--- src/rtl/ifetch_pkg.sv ---
// Shared types and constants for the instruction fetch stage.
package ifetch_pkg;
  typedef enum logic [1:0] {
    IDLE  = 2'd0,
    RUN   = 2'd1,
    FLUSH = 2'd2
  } fetch_state_t;

  localparam logic [31:0] PC_INCR      = 32'd4;
  localparam logic [31:0] NOP_INSTR    = 32'h0000_0013;
  localparam logic [31:0] RESET_PC_DEF = 32'h0000_0000;
endpackage

--- src/rtl/fetch_fifo.sv ---
// Small synchronous FIFO with push/pop/flush, count and full/empty.
// Head reads as zero when empty; no write-to-read bypass.
module fetch_fifo #(
  parameter int W     = 64,
  parameter int DEPTH = 4,
  localparam int CW   = $clog2(DEPTH + 1)
) (
  input  logic          clk,
  input  logic          rst,
  input  logic          push,
  input  logic [W-1:0]  din,
  input  logic          pop,
  input  logic          flush,
  output logic [W-1:0]  dout,
  output logic [CW-1:0] count,
  output logic          full,
  output logic          empty
);
  localparam int AW = (DEPTH > 1) ? $clog2(DEPTH) : 1;

  logic [W-1:0]  mem_q [DEPTH];
  logic [AW-1:0] rd_q, rd_d;
  logic [AW-1:0] wr_q, wr_d;
  logic [CW-1:0] cnt_q, cnt_d;
  logic          do_push;
  logic          do_pop;

  function automatic logic [AW-1:0] nxt(input logic [AW-1:0] p);
    return (p == AW'(DEPTH - 1)) ? '0 : p + 1'b1;
  endfunction

  assign empty = (cnt_q == '0);
  assign full  = (cnt_q == CW'(DEPTH));
  assign count = cnt_q;
  assign dout  = empty ? '0 : mem_q[rd_q];

  always_comb begin
    do_pop  = pop && !empty;
    // a pop frees the slot a full-FIFO push writes into
    do_push = push && (!full || do_pop);
    rd_d    = rd_q;
    wr_d    = wr_q;
    cnt_d   = cnt_q;
    if (flush) begin
      rd_d  = '0;
      wr_d  = '0;
      cnt_d = '0;
    end else begin
      if (do_push) wr_d = nxt(wr_q);
      if (do_pop)  rd_d = nxt(rd_q);
      cnt_d = cnt_q + CW'(do_push) - CW'(do_pop);
    end
  end

  always_ff @(posedge clk) begin
    if (rst) begin
      rd_q  <= '0;
      wr_q  <= '0;
      cnt_q <= '0;
    end else begin
      rd_q  <= rd_d;
      wr_q  <= wr_d;
      cnt_q <= cnt_d;
    end
  end

  always_ff @(posedge clk) begin
    if (do_push && !flush) mem_q[wr_q] <= din;
  end
endmodule

--- src/rtl/instr_fetch.sv ---
// Instruction fetch stage: PC, imem reads, instruction buffer, redirect.
// Define IFETCH_PERF_CNT_EN to add perf_fetched/perf_flushed/perf_stall.
module instr_fetch
  import ifetch_pkg::*;
#(
  parameter int WIDTH           = 32,
  parameter int FIFO_DEPTH      = 4,
  parameter int MAX_OUTSTANDING = 2,
  parameter logic [WIDTH-1:0] RESET_PC = WIDTH'(RESET_PC_DEF)
) (
  input  logic             clk,
  input  logic             rst,
  input  logic             fetch_en,
  input  logic             redirect_valid,
  input  logic [WIDTH-1:0] redirect_pc,
  output logic             imem_req,
  output logic [WIDTH-1:0] imem_addr,
  input  logic             imem_rvalid,
  input  logic [WIDTH-1:0] imem_rdata,
  output logic             instr_valid,
  input  logic             instr_ready,
  output logic [WIDTH-1:0] instr_out,
  output logic [WIDTH-1:0] instr_pc
`ifdef IFETCH_PERF_CNT_EN
  ,
  output logic [WIDTH-1:0] perf_fetched,
  output logic [WIDTH-1:0] perf_flushed,
  output logic [WIDTH-1:0] perf_stall
`endif
);
  localparam int BW  = 2 * WIDTH;
  localparam int BCW = $clog2(FIFO_DEPTH + 1);
  localparam int OCW = $clog2(MAX_OUTSTANDING + 1);

  fetch_state_t     state_q, state_d;
  logic [WIDTH-1:0] pc_q, pc_d;

  logic [BW-1:0]    buf_dout;
  logic [BCW-1:0]   buf_cnt;
  logic             buf_full;
  logic             buf_empty;
  logic [WIDTH-1:0] pcq_head;
  logic [OCW-1:0]   osd_cnt;
  logic             pcq_full;
  logic             pcq_empty;

  logic             credit_ok;
  logic             rsp_acc;
  logic             rsp_keep;
  logic             pop_fire;
  logic             osd_left;

  assign imem_addr   = pc_q;
  assign instr_valid = !buf_empty;
  assign instr_out   = buf_dout[BW-1:WIDTH];
  assign instr_pc    = buf_dout[WIDTH-1:0];
  assign pop_fire    = instr_valid && instr_ready;

  // buffered plus in-flight words never exceed the buffer size
  assign credit_ok = !buf_full &&
    ((32'(osd_cnt) + 32'(buf_cnt)) < 32'(FIFO_DEPTH));

  assign imem_req = !rst && (state_q == RUN) && fetch_en &&
    !redirect_valid && !pcq_full && credit_ok;

  assign rsp_acc  = imem_rvalid && !pcq_empty;
  assign rsp_keep = rsp_acc && (state_q == RUN) && !redirect_valid;
  assign osd_left = (osd_cnt - OCW'(rsp_acc)) != '0;

  always_comb begin
    state_d = state_q;
    pc_d    = pc_q;
    if (redirect_valid) begin
      pc_d = {redirect_pc[WIDTH-1:2], 2'b00};
      if (state_q != IDLE) state_d = osd_left ? FLUSH : RUN;
    end else begin
      if (imem_req) pc_d = pc_q + WIDTH'(PC_INCR);
      unique case (state_q)
        IDLE:    if (fetch_en) state_d = RUN;
        FLUSH:   if (!osd_left) state_d = RUN;
        default: ;
      endcase
    end
  end

  always_ff @(posedge clk) begin
    if (rst) begin
      state_q <= IDLE;
      pc_q    <= RESET_PC;
    end else begin
      state_q <= state_d;
      pc_q    <= pc_d;
    end
  end

  fetch_fifo #(
    .W     (BW),
    .DEPTH (FIFO_DEPTH)
  ) u_ibuf (
    .clk   (clk),
    .rst   (rst),
    .push  (rsp_keep),
    .din   ({imem_rdata, pcq_head}),
    .pop   (pop_fire),
    .flush (redirect_valid),
    .dout  (buf_dout),
    .count (buf_cnt),
    .full  (buf_full),
    .empty (buf_empty)
  );

  // request PCs, matched in order to returning read data
  fetch_fifo #(
    .W     (WIDTH),
    .DEPTH (MAX_OUTSTANDING)
  ) u_pcq (
    .clk   (clk),
    .rst   (rst),
    .push  (imem_req),
    .din   (pc_q),
    .pop   (rsp_acc),
    .flush (1'b0),
    .dout  (pcq_head),
    .count (osd_cnt),
    .full  (pcq_full),
    .empty (pcq_empty)
  );

`ifdef IFETCH_PERF_CNT_EN
  logic [WIDTH-1:0] fetched_q, fetched_d;
  logic [WIDTH-1:0] flushed_q, flushed_d;
  logic [WIDTH-1:0] stall_q, stall_d;

  always_comb begin
    fetched_d = fetched_q + WIDTH'(pop_fire);
    flushed_d = flushed_q + WIDTH'(rsp_acc && !rsp_keep);
    if (redirect_valid)
      flushed_d = flushed_d + WIDTH'(buf_cnt) - WIDTH'(pop_fire);
    stall_d = stall_q +
      WIDTH'((state_q == RUN) && instr_ready && !instr_valid);
  end

  always_ff @(posedge clk) begin
    if (rst) begin
      fetched_q <= '0;
      flushed_q <= '0;
      stall_q   <= '0;
    end else begin
      fetched_q <= fetched_d;
      flushed_q <= flushed_d;
      stall_q   <= stall_d;
    end
  end

  assign perf_fetched = fetched_q;
  assign perf_flushed = flushed_q;
  assign perf_stall   = stall_q;
`endif
endmodule

--- config.mk ---
export PLATFORM = sky130hd
export DESIGN_NAME = instr_fetch
export DESIGN_NICKNAME = d
export VERILOG_FILES = /design/src/rtl/ifetch_pkg.sv /design/src/rtl/fetch_fifo.sv /design/src/rtl/instr_fetch.sv
export SDC_FILE = /design/constraint.sdc
export NUM_CORES = 1
export LEC_CHECK = 0
export ABC_AREA = 0
export BUFFER_PORTS_ARGS = -buffer_cell sky130_fd_sc_hd__buf_2
export CAP_MARGIN = 25
export CORE_MARGIN = 10
export CORE_UTILIZATION = 33
export CTS_BUF_LIST = sky130_fd_sc_hd__clkbuf_4
export DETAILED_ROUTE_END_ITERATION = 10
export PLACE_DENSITY_LB_ADDON = 0.08
export SLEW_MARGIN = 25
export SYNTH_ARGS = -nofsm -noshare
export SYNTH_HDL_FRONTEND = slang
export SYNTH_SLANG_ARGS = --single-unit
--- constraint.sdc ---
create_clock -name clk -period 6.69 [get_ports clk]
set_input_delay 0.669 -clock clk [delete_from_list [all_inputs] [get_ports clk]]
set_output_delay 0.669 -clock clk [all_outputs]
set_load 0.005 [all_outputs]
==> impl_metrics.sql, run 1 <==
INSERT INTO impl_metrics (metric_group, metric, value, unit) VALUES
('critical_path', 'crit_family', 'simple AND/OR/NAND/NOR gates', ''),
('synthesis', 'number_of_warnings_reported_in_the_yosys_synthesis_log', '0', ''),
('finish', 'drive_above_1_share', '35.65', '%'),
('die', 'placementRows', '75', ''),
('sta', 'final.period_utilization', '60.81', '%'),
('sta', 'setup_violations', '0', ''),
('routing', 'drtPass1Iterations', '5', ''),
('global_route', 'grt_usage', '13.75', '%'),
('critical_path', 'worst-setup-path-type', 'register to primary output', ''),
('critical_path', 'timing.critical_path.required', '6.02', 'ns'),
('critical_path', 'slowest_delay', '0.63', 'ns'),
('critical_path', 'worstPathMaxFanout', '21', ''),
('cts', 'cts-hold-fix-buffers', '0', ''),
('synthesis', 'syn_area_per_cell', '16.83', 'um2'),
('cts', 'cts_tree', 'yes', ''),
('power_and_ir_drop', 'power_per_cell_area', '288.1', 'nW/um2'),
('global_route', 'grt_pass1_vias', '8903', ''),
('finish', 'most-common-layout-cells', 'edfxtp_1, buf_2, clkbuf_4', ''),
('synthesis', 'ys_seq_area_share', '71.77', '%'),
('synthesis', 'post_synth_inst_count', '842', ''),
('placement', 'dp_hpwl', '21.32', 'mm'),
('cts', 'clk_pin_slew', '0.07', 'ns'),
('placement', 'placer_congestion', '0.7449', ''),
('critical_path', 'cp_cell_sequence', 'ha_1 -> nand3_1 -> and4b_1 -> nand2_1 -> inv_1 -> buf_2', ''),
('die', 'die_width', '227.2', 'um'),
('die', 'chipHeight', '227.2', 'um'),
('cts', 'post-cts-setup-buffers', '0', ''),
('routing', 'initialDrtViolationCount', '512', ''),
('sta', 'grt_setup_unrepaired', 'false', ''),
('sta', 'layout_min_cycle_time', '4.068', 'ns'),
('global_route', 'grt_start_max_net_pins', '65', ''),
('cts', 'root_buffer', 'clkbuf_4', ''),
('routing', 'avgRoutedWirePerCell', '20.61', 'um'),
('global_route', 'total_global_routing_overflow', '0', ''),
('synthesis', 'synth_top_flop_cell', 'edfxtp_1', ''),
('global_route', 'antenna_violations_before_repair', '2', ''),
('sta', 'slew_headroom', '38.96', '%'),
('sta', 'max_freq', '245.8', 'MHz'),
('critical_path', 'cp.arrival', '3.40', 'ns'),
('routing', 'detail_route.vias_per_cell', '4.905', ''),
('finish', 'fin_util', '39.98', '%'),
('run_status', 'outcome', 'finished clean', ''),
('die', 'starting_density', '33.56', '%'),
('run', 'drv.max_cap_violation_count', '0', ''),
('sta', 'total_negative_setup_slacks', '0', 'ns'),
('sta', 'fin_worst_skew', '0.02855', 'ns'),
('synthesis', 'async_flop_share', '0', '%'),
('sta', 'tightest_slew', '0.9156', 'ns'),
('finish', 'layout_commonest_cell', 'edfxtp_1', ''),
('routing', 'detailroute.via_count', '8295', ''),
('routing', 'drt_drc_violations_left', '0', ''),
('die', 'ios', '168', ''),
('critical_path', 'timing.critical_path.slowest_stage_cell', 'inv_1', ''),
('critical_path', 'regToRegStartpoint', 'u_pcq.count[1]', ''),
('die', 'design.die.area', '51630', 'um2'),
('power_and_ir_drop', 'power.total', '4864', 'uW'),
('worst_hold_path', 'min_from', 'imem_rdata[8]', ''),
('power_and_ir_drop', 'highest_ir_drop_seen_on_vdd', '0.0001070', 'V'),
('cts', 'clkSinkCount', '354', ''),
('synthesis', 'syn_area', '14170', 'um2'),
('finish', 'synthToLayoutAreaGrowth', '19.15', '%'),
('synthesis', 'synth_enable_flop_cells', '308', ''),
('critical_path', 'timing_startpoint_of_the_critical_path', 'u_pcq.count[1]', ''),
('cts', 'post_cts_resize_count', '0', ''),
('placement', 'number_of_buffers_inserted_by_port_buffering', '161', ''),
('cts', 'maximum_clock_path_buffer_count', '3', ''),
('finish', 'design.final.nets', '1154', ''),
('critical_path', 'crit_path_start_kind', 'register', ''),
('critical_path', 'cp_num_buf_inv', '2', ''),
('synthesis', 'netlist-cell-type-count', '56', ''),
('cts', 'clk_latency_worst_skew_pair', '0.73', 'ns'),
('cts', 'htreeDepth', '3', ''),
('power_and_ir_drop', 'power_leakage', '0.005999', 'uW'),
('placement', 'preCtsSetupSlack', '2.621', 'ns'),
('worst_hold_path', 'class_of_the_worst_hold_path', 'input pin to register', ''),
('global_route', 'first_pass_grt_wire_length', '53.81', 'mm'),
('synthesis', 'ys_ff_latch', '354', ''),
('cts', 'cts-buffers-inserted', '99', ''),
('sta', 'final-hold-violation-count', '0', ''),
('critical_path', 'setup.worst_path.end_class', 'primary output', ''),
('sta', 'worst_slack', '2.622', 'ns'),
('routing', 'route.final.wire_length', '34.85', 'mm'),
('die', 'core_area', '42230', 'um2'),
('routing', 'drt.antenna.violating_nets', '0', ''),
('sta', 'slew_violations', '0', '');
## where the power goes
part / internal, uW / total (uW) / switching (uW)
clock network: 1040 / 1910 / 872
registers: 2510 / 2590 / 77.7
logic: 130 / 361 / 231
## Yosys cell counts (14+ instances only)
| master | count | area share [%] |
|---|---|---|
| nand3_1 | 23 | 0.81 |
| clkbuf_1 | 28 | 0.74 |
| mux4_2 | 62 | 9.9 |
| nor2_1 | 53 | 1.4 |
| inv_1 | 17 | 0.45 |
| dfxtp_1 | 46 | 6.5 |
| a31oi_1 | 14 | 0.62 |
| edfxtp_1 | 308 | 65 |
| and2_1 | 70 | 3.1 |
| nand2_1 | 36 | 0.95 |
| a21oi_1 | 14 | 0.49 |
| mux2i_1 | 32 | 2.3 |
## per-layer routing
metal / vias to the layer above / GRT usage (%) / routed length (um)
met1: 4173 / 17.58 / 15480
met2: 257 / 21.82 / 16530
met4: 0 / 5.009 / 515
met5: - / 0 / 0
met3: 36 / 4.079 / 2324
li1: 3829 / - / -
## worst reg2reg max path, delay by kind of cell, from the launching register on
| kind | cells | cell delay, ns |
|---|---|---|
| flip-flops | 1 | 0.46 |
| AND/OR/NAND/NOR | 4 | 1.69 |
| buffers and inverters | 1 | 0.43 |
| adder cells (fa/ha/maj) | 1 | 0.28 |
## final cells by class
cell class	count	area, um2
repair buffers	171	933.4
clock buffers	154	1156
clock inverters	25	96.34
diodes	2	5.005
well taps	539	674.4
fillers	4044	25340
inverters	19	71.32
multi-input cells	427	3766
flip-flops and latches	354	10180
## state kept, by name, indices dropped and copies added (netlist names), named ones only
register / flops
u_pcq.rd_q: 1
u_pcq.wr_q: 1
u_ibuf.wr_q: 2
imem_addr: 30
u_pcq.count: 2
u_ibuf.count: 3
u_pcq.mem_q: 60
state_q: 2
u_ibuf.rd_q: 2
u_ibuf.mem_q: 248
## final timing paths
path         slack, ns  depth (start not counted)                  end
min               0.15                          1  u_ibuf.mem_q[2][40]
max               2.62                          6             imem_req
max reg2reg       3.46                          6   u_pcq.mem_q[0][26]
min reg2reg       0.49                          2             register
## logic make-up after synthesis
family,count (synthesis),synth area share (%)
XOR/XNOR,9,0.5563
adder cells (fa/ha/maj),12,1.113
multiplexers,97,12.35
AO/OA/AOI/OAI,62,2.967
other,1,0.02646
flip-flops,354,71.77
AND/OR/NAND/NOR,243,9.333
buffers and inverters,64,1.881
## through the flow
step / area (um2) / cells / hold WS, ns
global placement: 15550 / 1507 / 0.4697
floorplan: 14180 / 845 / 0.4541
detailed placement: 15630 / 1510 / 0.4732
finish: 16880 / 1691 / 0.1462
global route: 16880 / 1690 / 0.08013
CTS: 16880 / 1689 / 0.04598
Note: power is estimated with default switching activity, not from simulation.
==> inputs of run 2 (changes only) <==
==> constraint.sdc (replaced) <==
create_clock -name clk -period 3.4 [get_ports clk]
set_input_delay 0.34 -clock clk [delete_from_list [all_inputs] [get_ports clk]]
set_output_delay 0.34 -clock clk [all_outputs]
set_load 0.005 [all_outputs]
==> run 2 against run 1 <==
Against the previous run:
- via count grew 2.0%
- sequential power grew 97%
- critical path type unchanged
- flip-flop and latch count is the same
- sequential share of layout area shrank 2.7 points
- register-to-register slack lost 2.5 ns
- global-route usage is essentially flat
- highest routed layer unchanged
- first-iteration DRC count shrank 17%
- final cell count grew 4.8%
- clock power grew 93%
- hold slack lost 0.014 ns
- cell area grew 4.6%
==> impl_metrics.sql, run 2 (synthesized netlist as in run 1, its figures left out) <==
INSERT INTO impl_metrics (metric_group, metric, value, unit) VALUES
('sta', 'max_freq', '328.1', 'MHz'),
('routing', 'initialDrtViolationCount', '423', ''),
('critical_path', 'crit_path_start_kind', 'register', ''),
('die', 'design.die.area', '51630', 'um2'),
('sta', 'tightest_slew', '0.6943', 'ns'),
('routing', 'drt.antenna.violating_nets', '0', ''),
('critical_path', 'timing.critical_path.slowest_stage_cell', 'dfxtp_1', ''),
('global_route', 'first_pass_grt_wire_length', '54.12', 'mm'),
('finish', 'largest_register_ffs', '248', ''),
('cts', 'clkSinkCount', '354', ''),
('routing', 'avgRoutedWirePerCell', '19.81', 'um'),
('sta', 'final-hold-violation-count', '0', ''),
('finish', 'top_register', 'u_ibuf.mem_q', ''),
('die', 'chipHeight', '227.2', 'um'),
('power_and_ir_drop', 'power_leakage', '0.006325', 'uW'),
('placement', 'dp_hpwl', '21.87', 'mm'),
('critical_path', 'setup.worst_path.end_class', 'primary output', ''),
('global_route', 'grt_usage', '13.77', '%'),
('critical_path', 'crit_family', 'simple AND/OR/NAND/NOR gates', ''),
('placement', 'number_of_buffers_inserted_by_port_buffering', '161', ''),
('critical_path', 'cp_num_buf_inv', '2', ''),
('finish', 'area.sequential', '10180', 'um2'),
('run', 'drv.max_cap_violation_count', '0', ''),
('worst_hold_path', 'class_of_the_worst_hold_path', 'input pin to register', ''),
('critical_path', 'timing.critical_path.required', '3.06', 'ns'),
('placement', 'placer_congestion', '0.7472', ''),
('sta', 'final.period_utilization', '89.64', '%'),
('finish', 'drive_above_1_share', '34.15', '%'),
('cts', 'maximum_clock_path_buffer_count', '3', ''),
('die', 'placementRows', '75', ''),
('die', 'starting_density', '33.56', '%'),
('cts', 'cts_tree', 'yes', ''),
('routing', 'route.final.wire_length', '35.10', 'mm'),
('finish', 'layout_commonest_cell', 'edfxtp_1', ''),
('global_route', 'grt_start_max_net_pins', '64', ''),
('sta', 'slew_headroom', '53.71', '%'),
('cts', 'clk_pin_slew', '0.07', 'ns'),
('routing', 'detail_route.vias_per_cell', '4.773', ''),
('critical_path', 'worstPathMaxFanout', '13', ''),
('finish', 'synthToLayoutAreaGrowth', '24.67', '%'),
('finish', 'footprint_of_the_multi_input_gates', '3764', 'um2'),
('critical_path', 'cp_cell_sequence', 'ha_1 -> nand3_1 -> and4b_1 -> nand2_2 -> clkinvlp_4 -> buf_2', ''),
('cts', 'htreeDepth', '3', ''),
('sta', 'total_negative_setup_slacks', '0', 'ns'),
('sta', 'fin_worst_skew', '0.04155', 'ns'),
('routing', 'drtPass1Iterations', '5', ''),
('cts', 'root_buffer', 'clkbuf_4', ''),
('routing', 'detailroute.via_count', '8458', ''),
('cts', 'clk_latency_worst_skew_pair', '0.74', 'ns'),
('sta', 'grt_setup_unrepaired', 'false', ''),
('global_route', 'antenna_violations_before_repair', '1', ''),
('global_route', 'grt_pass1_vias', '9099', ''),
('power_and_ir_drop', 'power_per_cell_area', '542.3', 'nW/um2'),
('power_and_ir_drop', 'highest_ir_drop_seen_on_vdd', '0.0001887', 'V'),
('critical_path', 'cp.arrival', '2.71', 'ns'),
('critical_path', 'slowest_delay', '0.44', 'ns'),
('critical_path', 'worst-setup-path-type', 'register to primary output', ''),
('finish', 'filler_cell_count', '3956', ''),
('finish', 'fin_util', '41.83', '%'),
('routing', 'drt_drc_violations_left', '0', ''),
('sta', 'layout_min_cycle_time', '3.048', 'ns'),
('sta', 'setup_violations', '0', ''),
('die', 'core_area', '42230', 'um2'),
('die', 'die_width', '227.2', 'um'),
('global_route', 'total_global_routing_overflow', '0', ''),
('run_status', 'outcome', 'finished clean', ''),
('finish', 'design.final.nets', '1233', ''),
('cts', 'post-cts-setup-buffers', '0', ''),
('die', 'ios', '168', ''),
('cts', 'cts-buffers-inserted', '96', ''),
('finish', 'most-common-layout-cells', 'edfxtp_1, buf_2, clkbuf_4', ''),
('sta', 'slew_violations', '0', '');
==> run 2: cell count changes in the layout (fill, tap and decap cells not counted), sizes merged <==
cell / delta
buf: +14
inv: -1
diode: +1
clkbuf: -6
clkinv: +4
dlygate4sd3: +68
clkinvlp: +1
==> run 2: where the power goes <==
group / internal, uW / switching, uW / leakage (uW)
clock: 1980 / 1710 / 0.000736
sequential: 4940 / 145 / 0.00319
combinational: 322 / 485 / 0.00240
==> run 2: cell type report <==
type	instances	area share, %
repair buffers	253	9.859
clock buffers	148	6.289
well taps	539	3.818
flip-flops and latches	354	57.63
clock inverters	29	0.6304
diodes	3	0.04250
multi-input cells	427	21.30
inverters	19	0.4250
==> run 2: per-stage QoR <==
step / hold WS [ns] / cells / area, um2 / power, uW / setup slack [ns]
final: 0.1321 / 1772 / 17670 / 9581 / 0.3523
after CTS: 0.02588 / 1769 / 17650 / 9782 / 0.07910
after global routing: 0.08586 / 1771 / 17660 / 10110 / 0.1049
after detailed placement: 0.4765 / 1524 / 15750 / 5947 / 0.6984
after global placement: 0.4740 / 1524 / 15750 / 5937 / 0.6832
after floorplan: 0.4389 / 845 / 14180 / 5598 / 0.06116
==> run 2: timing repair <==
| action | 4_1_cts | 5_1_grt |
|---|---|---|
| resized for setup | 1 | 1 |
| gates cloned | 0 | 0 |
| endpoints found under the hold margin | 163 | 0 |
| hold buffers | 68 | 0 |
| pin swaps | 0 | 0 |
| setup endpoints to repair | 1 | 1 |
==> run 2: layer usage <==
layer	vias to the layer above	global-route usage (%)	wire, um
met5	-	0	0
met4	0	5.116	607
met3	52	4.002	2114
met2	244	21.69	16550
met1	4183	17.74	15820
li1	3979	-	-
==> run 2: worst paths after layout <==
check	startpoint	to	slack [ns]	depth (start not counted)
worst min register to register	u_ibuf.rd_q[1]	register	0.48	2
worst max-delay path	u_ibuf.count[1]	imem_req	0.35	6
worst max register to register	u_ibuf.count[2]	u_ibuf.count[2]	0.95	11
worst min-delay path	redirect_valid	u_ibuf.count[1]	0.13	3
==> run 2: worst register-to-register path, cell delays in order (launching register included) <==
cell	delay, ns
dfxtp_1	0.37
or3_2	0.51
nand2_1	0.14
inv_1	0.08
ha_1	0.27
inv_1	0.06
ha_1	0.13
inv_1	0.05
fa_1	0.37
xor2_1	0.17
xnor2_1	0.14
nor2_1	0.05
